[src/rtl/keypad_if.sv]
// Keypad scanner signal bundle.
// master drives rows and clear, slave returns strobes and decoded keys.
interface keypad_if;
  logic [3:0]  row;
  logic        clr;
  logic [3:0]  col;
  logic        key_valid;
  logic [3:0]  key_code;
  logic        pressed;
  logic [15:0] value;

  modport master (
    output row, clr,
    input  col, key_valid, key_code, pressed, value
  );

  modport slave (
    input  row, clr,
    output col, key_valid, key_code, pressed, value
  );
endinterface

[src/rtl/keypad_scan.sv]
// 4x4 active-low keypad scanner with frame debounce.
// Accepted hex digits shift into a 4-digit display value.
module keypad_scan #(
  parameter int SCAN_DIV       = 65536,
  parameter int DEBOUNCE_SCANS = 4
) (
  input logic     clk,
  input logic     reset,
  keypad_if.slave kp
);

  localparam int DW = (SCAN_DIV > 1) ? $clog2(SCAN_DIV) : 1;
  localparam int CW = $clog2(DEBOUNCE_SCANS + 1);

  typedef enum logic [1:0] {
    IDLE     = 2'd0,
    PRESS_DB = 2'd1,
    HELD     = 2'd2
  } state_t;

  logic [3:0]    row_s1, row_s2;
  logic [DW-1:0] div;
  logic [1:0]    cidx;
  logic          sample, done;

  logic [1:0]    acc_n;
  logic [3:0]    acc_code;
  logic [1:0]    smp_n;
  logic [1:0]    smp_r;
  logic [2:0]    tot;
  logic [3:0]    f_code;
  logic          f_none, f_one;

  state_t        state, state_nx;
  logic [3:0]    cand, cand_nx;
  logic [CW-1:0] cnt, cnt_nx, cnt_inc;
  logic          accept, release_k;

  assign kp.col = ~(4'b0001 << cidx);
  assign sample = (div == DW'(SCAN_DIV - 1));
  assign done   = sample && (cidx == 2'd3);

  always_ff @(posedge clk or posedge reset) begin
    if (reset) begin
      row_s1 <= 4'hF;
      row_s2 <= 4'hF;
      div    <= '0;
      cidx   <= 2'd0;
    end else begin
      row_s1 <= kp.row;
      row_s2 <= row_s1;
      if (sample) begin
        div  <= '0;
        cidx <= cidx + 2'd1;
      end else begin
        div <= div + 1'b1;
      end
    end
  end

  // Count low rows in this column sample, saturating at two.
  always_comb begin
    smp_n = 2'd0;
    smp_r = 2'd0;
    for (int r = 0; r < 4; r++) begin
      if (!row_s2[r]) begin
        if (smp_n != 2'd2) smp_n = smp_n + 2'd1;
        smp_r = 2'(r);
      end
    end
  end

  always_comb begin
    tot    = {1'b0, acc_n} + {1'b0, smp_n};
    f_code = (smp_n == 2'd1) ? {smp_r, cidx} : acc_code;
    f_none = (tot == 3'd0);
    f_one  = (tot == 3'd1);
  end

  always_ff @(posedge clk or posedge reset) begin
    if (reset) begin
      acc_n    <= 2'd0;
      acc_code <= 4'd0;
    end else if (sample) begin
      if (cidx == 2'd3) begin
        acc_n    <= 2'd0;
        acc_code <= 4'd0;
      end else begin
        acc_n    <= (tot >= 3'd2) ? 2'd2 : tot[1:0];
        acc_code <= f_code;
      end
    end
  end

  always_ff @(posedge clk or posedge reset) begin
    if (reset) begin
      state <= IDLE;
      cand  <= 4'd0;
      cnt   <= '0;
    end else begin
      state <= state_nx;
      cand  <= cand_nx;
      cnt   <= cnt_nx;
    end
  end

  assign cnt_inc = cnt + 1'b1;

  always_comb begin
    state_nx = state;
    cand_nx  = cand;
    cnt_nx   = cnt;
    if (done) begin
      case (state)
        IDLE: begin
          if (f_one) begin
            cand_nx  = f_code;
            cnt_nx   = CW'(1);
            state_nx = PRESS_DB;
          end
        end
        PRESS_DB: begin
          if (f_one && f_code == cand) begin
            if (cnt_inc == CW'(DEBOUNCE_SCANS)) begin
              state_nx = HELD;
              cnt_nx   = '0;
            end else begin
              cnt_nx = cnt_inc;
            end
          end else if (f_one) begin
            cand_nx = f_code;
            cnt_nx  = CW'(1);
          end else begin
            state_nx = IDLE;
            cnt_nx   = '0;
          end
        end
        HELD: begin
          if (f_none) begin
            if (cnt_inc == CW'(DEBOUNCE_SCANS)) begin
              state_nx = IDLE;
              cnt_nx   = '0;
            end else begin
              cnt_nx = cnt_inc;
            end
          end else begin
            cnt_nx = '0;
          end
        end
        default: begin
          state_nx = IDLE;
          cnt_nx   = '0;
        end
      endcase
    end
  end

  always_comb begin
    accept    = 1'b0;
    release_k = 1'b0;
    if (done && state == PRESS_DB && f_one &&
        f_code == cand && cnt_inc == CW'(DEBOUNCE_SCANS))
      accept = 1'b1;
    if (done && state == HELD && f_none &&
        cnt_inc == CW'(DEBOUNCE_SCANS))
      release_k = 1'b1;
  end

  // Clear beats a coincident accept for value only.
  always_ff @(posedge clk or posedge reset) begin
    if (reset) begin
      kp.key_valid <= 1'b0;
      kp.key_code  <= 4'd0;
      kp.pressed   <= 1'b0;
      kp.value     <= 16'h0000;
    end else begin
      kp.key_valid <= accept;
      if (accept) kp.key_code <= cand;
      if (accept) kp.pressed <= 1'b1;
      else if (release_k) kp.pressed <= 1'b0;
      if (kp.clr) kp.value <= 16'h0000;
      else if (accept) kp.value <= {kp.value[11:0], cand};
    end
  end

endmodule

[src/flat_wrapper.sv]
// flat-port wrapper written by rule: the top's interface ports become plain ports
module keypad_scan_flat 
#(
  parameter int SCAN_DIV       = 65536,
  parameter int DEBOUNCE_SCANS = 4
)
  (clk, reset, kp_row, kp_clr, kp_col, kp_key_valid, kp_key_code, kp_pressed, kp_value);
  keypad_if kp_i ();
  input logic clk;
  input logic reset;
  input wire logic [$bits(kp_i.row)-1:0] kp_row;
  input wire logic [$bits(kp_i.clr)-1:0] kp_clr;
  output wire logic [$bits(kp_i.col)-1:0] kp_col;
  output wire logic [$bits(kp_i.key_valid)-1:0] kp_key_valid;
  output wire logic [$bits(kp_i.key_code)-1:0] kp_key_code;
  output wire logic [$bits(kp_i.pressed)-1:0] kp_pressed;
  output wire logic [$bits(kp_i.value)-1:0] kp_value;
  assign kp_i.row = kp_row;
  assign kp_i.clr = kp_clr;
  assign kp_col = kp_i.col;
  assign kp_key_valid = kp_i.key_valid;
  assign kp_key_code = kp_i.key_code;
  assign kp_pressed = kp_i.pressed;
  assign kp_value = kp_i.value;
  keypad_scan #(.SCAN_DIV(SCAN_DIV), .DEBOUNCE_SCANS(DEBOUNCE_SCANS)) u_core (.clk(clk), .reset(reset), .kp(kp_i));
endmodule
[config.mk]
export PLATFORM = sky130hd
export DESIGN_NAME = keypad_scan_flat
export DESIGN_NICKNAME = d
export VERILOG_FILES = /design/src/rtl/keypad_if.sv /design/src/rtl/keypad_scan.sv /design/src/flat_wrapper.sv
export SDC_FILE = /design/constraint.sdc
export NUM_CORES = 1
export LEC_CHECK = 0
export CAP_MARGIN = 25
export CORE_UTILIZATION = 46
export DETAILED_ROUTE_END_ITERATION = 6
export HOLD_SLACK_MARGIN = 0.08
export PLACE_DENSITY = 0.74
export SYNTH_ARGS = -nofsm -noshare
export SYNTH_HDL_FRONTEND = slang
export SYNTH_SLANG_ARGS = --single-unit
[constraint.sdc]
create_clock -name clk -period 3.7 [get_ports clk]
set_clock_uncertainty 0.15 [all_clocks]
set_input_delay 0.74 -clock clk [delete_from_list [all_inputs] [get_ports clk]]
set_output_delay 0.74 -clock clk [all_outputs]
set_load 0.05 [all_outputs]
Word level (Yosys, flattened, before mapping)
Index checks and enable logic that the tools add are counted.
Operators by class
  $add $sub $neg: 7
  $lt $le $gt $ge: 1
  equality and inequality tests: 17
  shifts and indexed selects: 1
  multiplexer cells: 37
  bitwise gates (word level): 1
  reductions and logical operators: 17
Operators by type and width (count)
  two-way mux 16 bit: 3
  two-way mux 2 bit: 16
  adder 16 x 1 -> 16 bit (second input constant): 1
  == test 16 bit (second input constant): 1
  two-way mux 4 bit: 4
  two-way mux 3 bit: 4
  logical AND 1 bit: 9
  one-hot mux 3 bit (3 select lines): 1
  one-hot mux 4 bit (2 select lines): 1
  two-way mux 1 bit: 7
  adder 2 x 1 -> 2 bit (second input constant): 3
  inequality test 2 x 1 -> 1 bit (second input constant): 3
  inequality test 2 bit (second input constant): 3
  inequality test 3 bit (second input constant): 2
  one-hot mux 2 bit (3 select lines): 1
  AND reduction 6 bit: 1
  nonzero test 2 bit: 3
  == test 2 x 1 -> 1 bit (second input constant): 2
  == test 2 bit (second input constant): 2
  == test 4 bit: 1
  NOT 4 bit: 1
  left shift 1 x 2 -> 4 bit (first input constant): 1
  adder 2 x 2 -> 3 bit: 1
  adder 3 x 1 -> 3 bit (second input constant): 1
  other kinds (9): 9
Word-level totals
  register bits: 63
  output and inout port bits: 26
  word-level logic and storage cells: 94

Longest topological paths before layout
Gate-level depths: netlist of the first run.
  depth after elaboration: 18
  gate-level depth with buffers: 15
  depth with buffers taken out: 14

Worst setup path after synthesis of the first run
No wires, ideal clock.
  path type: reg-to-reg
  start point: register u_core.row_s2[0]
  end point: register u_core.kp.key_code[0]
  arrival: 3.501 ns
  data required time: 3.425 ns
  setup slack: -0.076 ns
  stages on the path, launching flop included: 16
  path buffers: 1
  path through: dfstp_2 inv_1 ha_1 mux2i_1 ha_1 nor2_1 a21oi_1 ha_1 fa_1 nor3b_1 nor2b_1 nand3_1 and2b_1 nand4_1 buf_6 mux2_4
Between the ends
  word-level cells in the longest chain between the ends: 16
RTL lines
  from (decl): RTL line keypad_scan.sv:21  | logic [3:0] row_s1, row_s2;
  from (signal assigned): RTL line keypad_scan.sv:51  | row_s2 <= row_s1;
  two-way mux 1 bit (*): RTL line keypad_scan.sv:66  | if (!row_s2[r]) begin
  adder 1 x 1 -> 2 bit or inequality test 1 x 2 -> 1 bit (tied branches): RTL line keypad_scan.sv:67  | if (smp_n != 2'd2) smp_n = smp_n + 2'd1;
  two-way mux 2 bit: RTL line keypad_scan.sv:67
  two-way mux 2 bit (*): RTL line keypad_scan.sv:66
  adder 2 x 1 -> 2 bit or inequality test 2 bit (tied branches): RTL line keypad_scan.sv:67
  two-way mux 2 bit: RTL line keypad_scan.sv:67
  two-way mux 2 bit (*): RTL line keypad_scan.sv:66
  adder 2 x 1 -> 2 bit or inequality test 2 bit (tied branches): RTL line keypad_scan.sv:67
  two-way mux 2 bit: RTL line keypad_scan.sv:67
  two-way mux 2 bit (*): RTL line keypad_scan.sv:66
  adder 2 x 2 -> 3 bit or == test 2 x 1 -> 1 bit (tied branches): RTL line keypad_scan.sv:74, keypad_scan.sv:75
  == test 3 x 1 -> 1 bit or two-way mux 4 bit (tied branches): RTL line keypad_scan.sv:77, keypad_scan.sv:75
  logical AND 1 bit or == test 4 bit (tied branches): RTL line keypad_scan.sv:161, keypad_scan.sv:162
  logical AND 1 bit (*): RTL line keypad_scan.sv:161  | if (done && state == PRESS_DB && f_one &&
  logical AND 1 bit (*): RTL line keypad_scan.sv:162  | f_code == cand && cnt_inc == CW'(DEBOUNCE_SCANS))
  two-way mux 1 bit (*): RTL line keypad_scan.sv:161
  to (signal assigned): RTL line keypad_scan.sv:178  | if (accept) kp.key_code <= cand;
  to (decl): RTL line keypad_if.sv:19  | output col, key_valid, key_code, pressed, value
Mark *: on every way between the ends. The rest lies on a longest branch, timed or not.
A chain may end at the register's enable or synchronous reset.

Worst setup path after layout of the first run
  start point: register u_core.row_s2[1]
  end point: register u_core.kp.value[12]
Between the ends
  word-level cells in the longest chain between the ends: 14
RTL lines
  two-way mux 2 bit: RTL line keypad_scan.sv:66
  adder 2 x 1 -> 2 bit or inequality test 2 bit (tied branches): RTL line keypad_scan.sv:67
  two-way mux 2 bit: RTL line keypad_scan.sv:67
  two-way mux 2 bit: RTL line keypad_scan.sv:66
  adder 2 x 1 -> 2 bit or inequality test 2 bit (tied branches): RTL line keypad_scan.sv:67
  two-way mux 2 bit: RTL line keypad_scan.sv:67
  two-way mux 2 bit: RTL line keypad_scan.sv:66
  adder 2 x 2 -> 3 bit or == test 2 x 1 -> 1 bit (tied branches): RTL line keypad_scan.sv:74, keypad_scan.sv:75
  == test 3 x 1 -> 1 bit or two-way mux 4 bit (tied branches): RTL line keypad_scan.sv:77, keypad_scan.sv:75
  logical AND 1 bit or == test 4 bit (tied branches): RTL line keypad_scan.sv:161, keypad_scan.sv:162
  logical AND 1 bit (*): RTL line keypad_scan.sv:161
  logical AND 1 bit (*): RTL line keypad_scan.sv:162
  two-way mux 1 bit (*): RTL line keypad_scan.sv:161
  nonzero test 2 bit (no line) (*)
  to (signal assigned): RTL line keypad_scan.sv:182  | else if (accept) kp.value <= {kp.value[11:0], cand};
  to (decl): RTL line keypad_if.sv:19
Marked as above.

==> out/metrics.csv, run 1 <==
metric;value;unit
cts_tree;done;
syn_inst;289;
clk_pin_slew;0.06;ns
synth_area_leaders;dfrtp_1 (43%), dfstp_2 (6.5%), mux2i_1 (5.3%);
place_ws;-0.125;ns
area_growth_syn_to_layout;25.2;%
mappedNetlistArea;3210;um2
cp-end-kind;flip-flop;
worstSetupStartpointType;flip-flop;
slew_headroom;0.436;
slowest_stage;dfstp_2;
seq_power_share;0.457;
finalSetupViolCount;0;
cts_buffer_depth;2;
die_y;85.5;um
io_pins;33;
wl_per_cell;14.7;um
drtAntennaViolNets;0;
core_area;6760;um2
cts-root-buf;clkbuf_8;
grt_max_degree;64;
synth_ff_type;dfrtp_1;
first_pass_iters;4;
gp_congestion;0.848;
synth-edff-count;0;
power.density;382;nW/um2
ys_seq_elements;63;
ys_warn_count;0;
critPathArrivalTime;3.66;ns
p_leak;0.00180;uW
hold_viol;0;
ir_worst_vdd;0.000261;V
syn-num-nets;308;
grt-ovfl-total;0;
ys_async_sr_fraction;1.00;
hpwlAfterDp;4380;um
routed_wirelength;6250;um
p_switching;311;uW
start_util;0.475;
portBuffers;32;
maxCapViolations;0;
cp_max_fo;7;
cts_buffers;9;
die_w;85.5;um
dieArea;7320;um2
drt-initial-drc-count;104;
fmax;0.279;GHz
clockPowerShare;0.478;
cts.sinks;63;
hold_path.class;reg -> reg;
required;3.78;ns
final_nets;360;
clock_latency;0.34;ns
layout_setup_ws;0.120;ns
pwr-share-comb;0.065;
cp_cell_sequence;inv_1, ha_4, mux2i_4, ha_4, nor2_1, a21oi_1, fa_1, nor3b_2, nor2b_2, nand3_1, and2b_1, nand4_1, buf_4, buf_4, mux2i_1;
intPower;1220;uW
grt_pass1_vias;2277;
vias;2280;
synthDistinctLibCells;55;
synth_top_area_frac;0.429;
utilization;0.595;
cp_slowest_stage_delay;0.53;ns
drcViolationCount;0;
switching_share;0.203;
total_power;1540;uW
path_class;reg -> reg;
avgSynthCellArea;11.1;um2
yosys.area.top_type;dfrtp_1;
antenna_found_initial;0;
status;completed;
htree_levels;3;
vias_per_cell;5.36;
n_antenna_cell;0;
grt_pass1_wl;10800;um
drv_slew;0;
worst_slew_pin_slew;0.840;ns
layout_min_cycle_time;3.58;ns
finalSetupTns;0;ns
grtUsageTotal;0.195;
rows;30;
drive_above_1_share;0.191;
ys_seq_area_frac;0.494;
fin_crit_sh;0.968;
## cells in the final DEF, fill, tap and decap left out, drive strengths merged, types with 11 or more instances in the layout
| cell | count |
|---|---|
| nand2b | 22 |
| dfrtp | 55 |
| nand3 | 15 |
| mux2i | 17 |
| clkbuf | 12 |
| nor2 | 17 |
| ha | 11 |
| nand2 | 23 |
| inv | 13 |
| clkdlybuf4s50 | 32 |
| buf | 18 |
## registers in the layout (all words and copies together), names as in the netlist
signal,flops
u_core.acc_code,4
u_core.kp.key_valid,1
u_core.acc_n,2
u_core.kp.pressed,1
u_core.state,2
u_core.row_s2,4
u_core.cnt,3
u_core.kp.value,16
u_core.cand,4
u_core.kp.key_code,4
u_core.div,16
u_core.row_s1,4
u_core.cidx,2
## cell type report
class,instances,area [um2]
flip-flops and latches,63,1590
multi-input cells,204,1570
inverters,13,48.8
clock inverters,3,90.1
repair buffers,50,472
clock buffers,12,155
well taps,80,100
fillers,571,2740
## synth_stat cells, drive strengths merged (2+ instances only)
library cell  number
dfstp              8
mux2i             17
nor2b              2
a21boi             2
a22o               4
o21ai              7
nor2              17
or3b               2
nor4               3
ha                11
nor3b              2
xnor2             10
inv               13
and3               2
nand4              8
nand3             15
nand2             23
nand3b             2
clkbuf             4
nand2b            22
buf                5
nor3               4
dfrtp             55
a21oi              7
and4               2
xor2               9
or2                2
o31ai              9
mux2               6
and3b              3
## power groups by stage
stage	clock, uW	sequential, uW	combinational [uW]
after floorplan	0	711	62.5
after global placement	0	713	89.2
after detailed placement	0	714	91.3
after CTS	750	701	93.4
after global routing	784	702	110
final	735	702	99.3
## per-stage QoR
stage                     cell area, um2  cells  hold slack [ns]
after floorplan                     3220    289            0.195
after global placement              3700    407            0.196
after detailed placement            3700    407            0.197
after CTS                           3970    424            0.206
after global routing                4020    425            0.210
final                               4020    425            0.206
## final timing paths
check	end	slack, ns	cells past startpoint	start
setup reg to reg	u_core.kp.value[12]$_DFFE_PP0P_	0.12	15	u_core.row_s2[1]$_DFF_PP1_
max in group asynchronous	u_core.div[0]$_DFF_PP0_	2.09	3	reset
hold / removal	u_core.row_s2[2]$_DFF_PP1_	0.21	0	u_core.row_s1[2]$_DFF_PP1_
setup / recovery	u_core.kp.value[12]$_DFFE_PP0P_	0.12	15	u_core.row_s2[1]$_DFF_PP1_
min in group asynchronous	u_core.kp.value[1]$_DFFE_PP0P_	0.80	3	reset
hold reg to reg	u_core.row_s2[2]$_DFF_PP1_	0.21	0	u_core.row_s1[2]$_DFF_PP1_
## critical path: cells and delay by family, from the launching register on
kind                     cells  cell delay, ns
AO/OA/AOI/OAI                1            0.24
adder cells (fa/ha/maj)      3            1.05
buffers and inverters        3            0.40
flip-flops                   1            0.53
multiplexers                 2            0.20
AND/OR/NAND/NOR              6            0.90
## cell families after synthesis
family | count (synthesis) | synth area share
fa+ha+maj | 12 | 0.0491
mux | 23 | 0.0775
buf+inv | 22 | 0.0343
compound gates | 36 | 0.0873
simple gates | 114 | 0.203
xor+xnor | 19 | 0.0542
flops | 63 | 0.494
## routing by layer
layer,global-route usage,routed length [um]
met1,0.234,2760
met2,0.325,3070
met3,0.0433,235
met4,0.111,187
met5,0,0
## what timing repair did
| action | 4_1_cts | 5_1_grt |
|---|---|---|
| resized for setup | 2 | 7 |
| pin swaps | 1 | 4 |
| hold buffers | 0 | 0 |
| endpoints found under the hold margin | 0 | 0 |
| setup buffers | 2 | 1 |
| endpoints found under the setup margin | 11 | 22 |
Note: power is estimated with default switching activity, not from simulation.
==> inputs of run 2 (changes only) <==
--- a/config.mk
+++ b/config.mk
@@ -5,7 +5,8 @@
 export SDC_FILE = /design/constraint.sdc
 export NUM_CORES = 1
 export LEC_CHECK = 0
-export CAP_MARGIN = 25
+export CAP_MARGIN = 20
+export CORE_MARGIN = 10
 export CORE_UTILIZATION = 46
 export DETAILED_ROUTE_END_ITERATION = 6
 export HOLD_SLACK_MARGIN = 0.08
==> out/metrics.csv, run 2 (synthesis results as in run 1) <==
metric;value;unit;change
status;completed;;
hold_viol;0;;unchanged
post-route-cell-area;4040;um2;+0.37%
ctsHoldBuffers;0;;unchanged
cp_max_fo;6;;-1
antenna_found_initial;0;;unchanged
ir_worst_vdd;0.000261;V;+0.21%
finalSetupViolCount;0;;unchanged
fin_crit_sh;0.968;;about the same
utilization;0.594;;-0.00108
worst_slew_pin_slew;0.840;ns;+0.000497 ns
path_class;reg -> reg;;
p_leak;0.00180;uW;-0.28%
fin_cells;445;;+4.7%
drcViolationCount;0;;unchanged
dieArea;10700;um2;+47%
portBuffers;32;;unchanged
maxCapViolations;0;;unchanged
fillCellCount;580;;+1.6%
drive_above_1_share;0.212;;+0.0207
rrSetupSlack;0.12;ns;about the same
routed_wirelength;6430;um;+2.9%
grt_pass1_vias;2292;;+0.66%
holdPathStages;0;;unchanged
vias;2269;;-0.48%
htree_levels;3;;unchanged
placed_cells;419;;+2.9%
vias_per_cell;5.10;;-5.0%
final_cell_mix;dfrtp_1 (55), clkdlybuf4s50_1 (32), nand2_1 (23);;
reg_top3;u_core.div (16), u_core.kp.value (16);;
cts_tree;done;;
cts.sinks;63;;unchanged
cp-end-kind;flip-flop;;
drtAntennaViolNets;0;;unchanged
fmax;0.279;GHz;about the same
final_common_cell;dfrtp_1;;
finalSetupTns;0;ns;unchanged
place_area;3690;um2;-0.27%
layout_setup_ws;0.117;ns;-0.00244 ns
grtUsageTotal;0.120;;-0.0746
cts_buffer_depth;2;;unchanged
clock_latency;0.35;ns;about the same
core_area;6790;um2;+0.56%
cts_buffers;9;;unchanged
hpwlAfterDp;4380;um;about the same
die_y;104;um;+21%
cts-root-buf;clkbuf_8;;
r2r-end;u_core.kp.key_code[3]$_DFFE_PP0P_;;
drt-initial-drc-count;86;;-17%
rsz0062_at_grt;yes;;
clk_pin_slew;0.06;ns;about the same
start_util;0.473;;-0.00263
n_antenna_cell;0;;unchanged
wl_per_cell;14.4;um;-1.7%
place_ws;-0.0665;ns;+0.0584 ns
layout_min_cycle_time;3.58;ns;+0.00244 ns
power.density;358;nW/um2;-6.3%
grt_pass1_wl;10800;um;-0.70%
drv_slew;0;;unchanged
gp_congestion;0.878;;+3.6%
hold_path_end;u_core.row_s2[2]$_DFF_PP1_;;
required;3.77;ns;about the same
area_growth_syn_to_layout;25.7;%;
grt_max_degree;64;;unchanged
worstSetupStartpointType;flip-flop;;
die_w;104;um;+21%
rows;30;;unchanged
first_pass_iters;4;;unchanged
final_nets;363;;+0.83%
grt-ovfl-total;0;;unchanged
critPathArrivalTime;3.66;ns;about the same
r2r-start;u_core.row_s2[0]$_DFF_PP1_;;
worstRegToRegCells;15;;unchanged
slew_headroom;0.435;;about the same
io_pins;33;;unchanged
hold_path.startpoint;u_core.row_s1[2]$_DFF_PP1_;;
hold_path.class;reg -> reg;;
## run 2: changes by cell type in the layout (fill, tap and decap cells not counted)
| cell | before | now |
|---|---|---|
| clkbuf_1 | 1 | 3 |
| bufinv_16 | 3 | 2 |
| nor2_1 | 17 | 16 |
| and4_4 | 0 | 1 |
| and4_1 | 2 | 1 |
| a21oi_2 | 1 | 3 |
| clkinv_2 | 0 | 2 |
| a21oi_1 | 6 | 4 |
| buf_4 | 16 | 19 |
| inv_1 | 12 | 10 |
| inv_2 | 1 | 3 |
| nor2_2 | 0 | 1 |
| clkbuf_8 | 11 | 9 |
## run 2: layout make-up
| type | count | area [um2] | share of cell area |
|---|---|---|---|
| Tap cell | 96 | 120 | 0.0298 |
| Clock buffer | 12 | 135 | 0.0335 |
| Multi-Input combinational cell | 204 | 1580 | 0.392 |
| Sequential cell | 63 | 1590 | 0.393 |
| Clock inverter | 4 | 70.1 | 0.0174 |
| Timing Repair Buffer | 53 | 494 | 0.122 |
| Inverter | 13 | 48.8 | 0.0121 |
## run 2: worst max-delay path by stage
stage	endpoint	from
after floorplan	u_core.kp.key_code[0]$_DFFE_PP0P_	u_core.row_s2[0]$_DFF_PP1_
after global placement	u_core.kp.key_code[0]$_DFFE_PP0P_	u_core.row_s2[0]$_DFF_PP1_
after detailed placement	u_core.kp.key_code[1]$_DFFE_PP0P_	u_core.row_s2[0]$_DFF_PP1_
after CTS	u_core.kp.key_code[1]$_DFFE_PP0P_	u_core.row_s2[0]$_DFF_PP1_
after global routing	u_core.kp.key_code[3]$_DFFE_PP0P_	u_core.row_s2[1]$_DFF_PP1_
final	u_core.kp.key_code[3]$_DFFE_PP0P_	u_core.row_s2[0]$_DFF_PP1_
## run 2: report_power, final
group | internal, uW | leakage [uW] | switching [uW]
Sequential | 697 | 0.000838 | 5.66
Combinational | 51.2 | 0.000856 | 53.8
Clock | 378 | 0.000104 | 259
## run 2: through the flow
| stage | power [uW] | hold WS [ns] |
|---|---|---|
| 5_1_grt | 1500 | 0.211 |
| 6_report | 1440 | 0.204 |
| 3_3_place_gp | 797 | 0.196 |
| 2_1_floorplan | 773 | 0.195 |
| 4_1_cts | 1440 | 0.206 |
| 3_5_place_dp | 799 | 0.197 |
## run 2: critical path, cell delays in order (launching register included)
cell and delay [ns]:
dfstp_2 0.57, inv_2 0.05, ha_4 0.22, mux2i_4 0.15, ha_2 0.23, nor2_2 0.04, a21oi_2 0.12, ha_2 0.19
fa_1 0.45, nor3b_2 0.23, nor2b_2 0.18, nand3_1 0.10, and2b_1 0.23, nand4_1 0.10, buf_6 0.17, mux2_4 0.28
## run 2: timing repair
| action | in CTS | in global routing |
|---|---|---|
| endpoints found under the setup margin | 13 | 25 |
| cloned | 0 | 0 |
| setup buffers | 5 | 5 |
| endpoints found under the hold margin | 0 | 0 |
| pin swaps | 2 | 6 |
| gates resized for setup | 3 | 12 |
## run 2: layer usage
layer / routed length (um) / vias up / share of wire / global-route usage
met3: 337 / 11 / 0.052 / 0.0471
met5: 0 / - / 0 / 0
met1: 2930 / 1095 / 0.45 / 0.140
li1: - / 1122 / - / -
met2: 3080 / 41 / 0.48 / 0.192
met4: 91 / 0 / 0.014 / 0.0494
==> inputs of run 3 (changes only) <==
--- a/config.mk
+++ b/config.mk
@@ -6,11 +6,13 @@
 export NUM_CORES = 1
 export LEC_CHECK = 0
 export CAP_MARGIN = 20
+export CELL_PAD_IN_SITES_DETAIL_PLACEMENT = 1
+export CELL_PAD_IN_SITES_GLOBAL_PLACEMENT = 1
 export CORE_MARGIN = 10
-export CORE_UTILIZATION = 46
+export CORE_UTILIZATION = 41
 export DETAILED_ROUTE_END_ITERATION = 6
 export HOLD_SLACK_MARGIN = 0.08
-export PLACE_DENSITY = 0.74
+export PLACE_DENSITY = 0.81
 export SYNTH_ARGS = -nofsm -noshare
 export SYNTH_HDL_FRONTEND = slang
 export SYNTH_SLANG_ARGS = --single-unit
==> out/metrics.csv, run 3 (synthesis results as in run 1) <==
metric;value;unit;change
grt_pass1_wl;12800;um;+19%
cts_buffers;9;;unchanged
cp-endpoint;u_core.kp.key_code[3]$_DFFE_PP0P_;;
start_util;0.418;;-0.0549
area_growth_syn_to_layout;27.5;%;
vias;2388;;+5.2%
crit_start;u_core.row_s2[1]$_DFF_PP1_;;
fin_cells;455;;+2.2%
worstSetupStartpointType;flip-flop;;
fin_crit_sh;0.992;;+0.0239
fmax;0.272;GHz;-2.4%
slew_headroom;0.383;;-0.0529
p_leak;0.00181;uW;+0.75%
ir_worst_vdd;0.000189;V;-28%
drv_slew;0;;unchanged
reg_top3;u_core.div (16), u_core.kp.value (16);;
antenna_found_initial;0;;unchanged
worst_slew_pin_slew;0.919;ns;+0.0788 ns
grt_max_degree;37;;-42%
drtAntennaViolNets;0;;unchanged
drcViolationCount;0;;unchanged
drt-initial-drc-count;48;;-44%
cts_buffer_depth;2;;unchanged
rows;32;;+6.7%
slowest_stage;dfstp_2;;
intPower;1070;uW;-4.9%
cts-root-buf;clkbuf_8;;
seq_power_share;0.499;;+0.013
die_y;108;um;+4.8%
cp_max_fo;6;;unchanged
hpwlAfterDp;5400;um;+23%
worstRegToRegCells;16;;+1
portBuffers;32;;unchanged
critPathArrivalTime;3.74;ns;+0.08 ns
clk_pin_slew;0.07;ns;about the same
maxCapViolations;0;;unchanged
routed_wirelength;7660;um;+19%
total_power;1410;uW;-2.5%
p_switching;338;uW;+6.0%
die_w;108;um;+4.8%
vias_per_cell;5.25;;+2.9%
grt_pass1_vias;2656;;+16%
first_pass_iters;4;;unchanged
clock_latency;0.33;ns;-0.02 ns
path_class;reg -> reg;;
r2r-start;u_core.row_s2[1]$_DFF_PP1_;;
final_cell_mix;dfrtp_1 (55), clkdlybuf4s50_1 (32), nand2_1 (23);;
htree_levels;3;;unchanged
required;3.77;ns;about the same
grtUsageTotal;0.132;;+0.0122
finalSetupViolCount;0;;unchanged
status;completed;;
cts_tree;done;;
switching_share;0.240;;+0.0191
rrSetupSlack;0.03;ns;-0.09 ns
finalSetupTns;0;ns;unchanged
final_nets;367;;+1.1%
cp-end-kind;flip-flop;;
cp_cell_sequence;buf_4, ha_4, nor2_1, a21oi_2, ha_4, nor2_2, a21oi_2, ha_2, fa_1, nor3b_2, nor2b_4, nand3_2, and2b_1, nand4_1, buf_6, mux2_4;;
wl_per_cell;16.8;um;+16%
rsz0062_at_grt;yes;;
hold_path.class;reg -> reg;;
grt-ovfl-total;0;;unchanged
drive_above_1_share;0.232;;+0.0203
power.density;344;nW/um2;-3.9%
cts.sinks;63;;unchanged
dieArea;11800;um2;+9.8%
pwr-share-comb;0.084;;+0.011
n_antenna_cell;0;;unchanged
ctsHoldBuffers;0;;unchanged
final_common_cell;dfrtp_1;;
core_area;7690;um2;+13%
io_pins;33;;unchanged
placed_cells;427;;+1.9%
cp_slowest_stage_delay;0.54;ns;-0.03 ns
layout_min_cycle_time;3.67;ns;+0.0886 ns
gp_congestion;0.847;;-3.6%
hold_viol;0;;unchanged
r2r-end;u_core.kp.key_code[3]$_DFFE_PP0P_;;
clockPowerShare;0.417;;-0.024
-- run 3: how the worst min path moves through the flow --
stage	start	to	depth (start not counted)
6_report	u_core.row_s1[2]$_DFF_PP1_	u_core.row_s2[2]$_DFF_PP1_	0
3_3_place_gp	u_core.row_s1[3]$_DFF_PP1_	u_core.row_s2[3]$_DFF_PP1_	0
2_1_floorplan	u_core.row_s1[0]$_DFF_PP1_	u_core.row_s2[0]$_DFF_PP1_	0
3_5_place_dp	u_core.row_s1[2]$_DFF_PP1_	u_core.row_s2[2]$_DFF_PP1_	0
4_1_cts	u_core.row_s1[2]$_DFF_PP1_	u_core.row_s2[2]$_DFF_PP1_	0
5_1_grt	u_core.row_s1[0]$_DFF_PP1_	u_core.row_s2[0]$_DFF_PP1_	0
-- run 3: through the flow --
step / instance area (um2) / util / hold WS [ns] / worst slack, ns
5_1_grt: 4090 / 0.533 / 0.214 / -0.144
6_report: 4090 / 0.533 / 0.207 / 0.0286
3_3_place_gp: 3710 / 0.483 / 0.197 / 0.0329
3_5_place_dp: 3710 / 0.483 / 0.197 / -0.135
2_1_floorplan: 3220 / - / 0.195 / 0.0206
4_1_cts: 3970 / 0.517 / 0.208 / 0.00238
-- run 3: repair_timing --
| item | 4_1_cts | 5_1_grt |
|---|---|---|
| setup buffers | 6 | 6 |
| pin swaps | 4 | 9 |
| gates resized for setup | 6 | 16 |
| gates cloned | 0 | 0 |
| endpoints found under the setup margin | 13 | 28 |
-- run 3: power groups by stage --
stage          Clock [uW]  Sequential (uW)  Combinational, uW
2_1_floorplan           0              711               62.5
3_3_place_gp            0              713               87.0
3_5_place_dp            0              714               90.6
4_1_cts               601              701                100
5_1_grt               630              703                130
6_report              588              702                119
-- run 3: area by class of cell --
cell class                 count  area (um2)
tap                          102         128
clock buffer                  12         135
inverter                      13        48.8
multi-input combinational    204        1610
timing repair buffer          57         528
sequential                    63        1590
fill                         845        3590
clock inverter                 4        55.1
-- run 3: critical path, delay by kind of cell, from the launching register on --
kind / cells / cell delay, ns
simple gates: 7 / 1.02
compound gates: 2 / 0.32
flops: 1 / 0.54
mux: 1 / 0.29
fa+ha+maj: 4 / 0.93
buf+inv: 2 / 0.30
-- run 3: per-layer routing --
| metal | global-route usage | up-vias | wire length [um] |
|---|---|---|---|
| met5 | 0 | - | 0 |
| met4 | 0.0565 | 0 | 87 |
| met3 | 0.0291 | 8 | 364 |
| met2 | 0.223 | 56 | 3890 |
| met1 | 0.159 | 1198 | 3320 |
| li1 | - | 1126 | - |
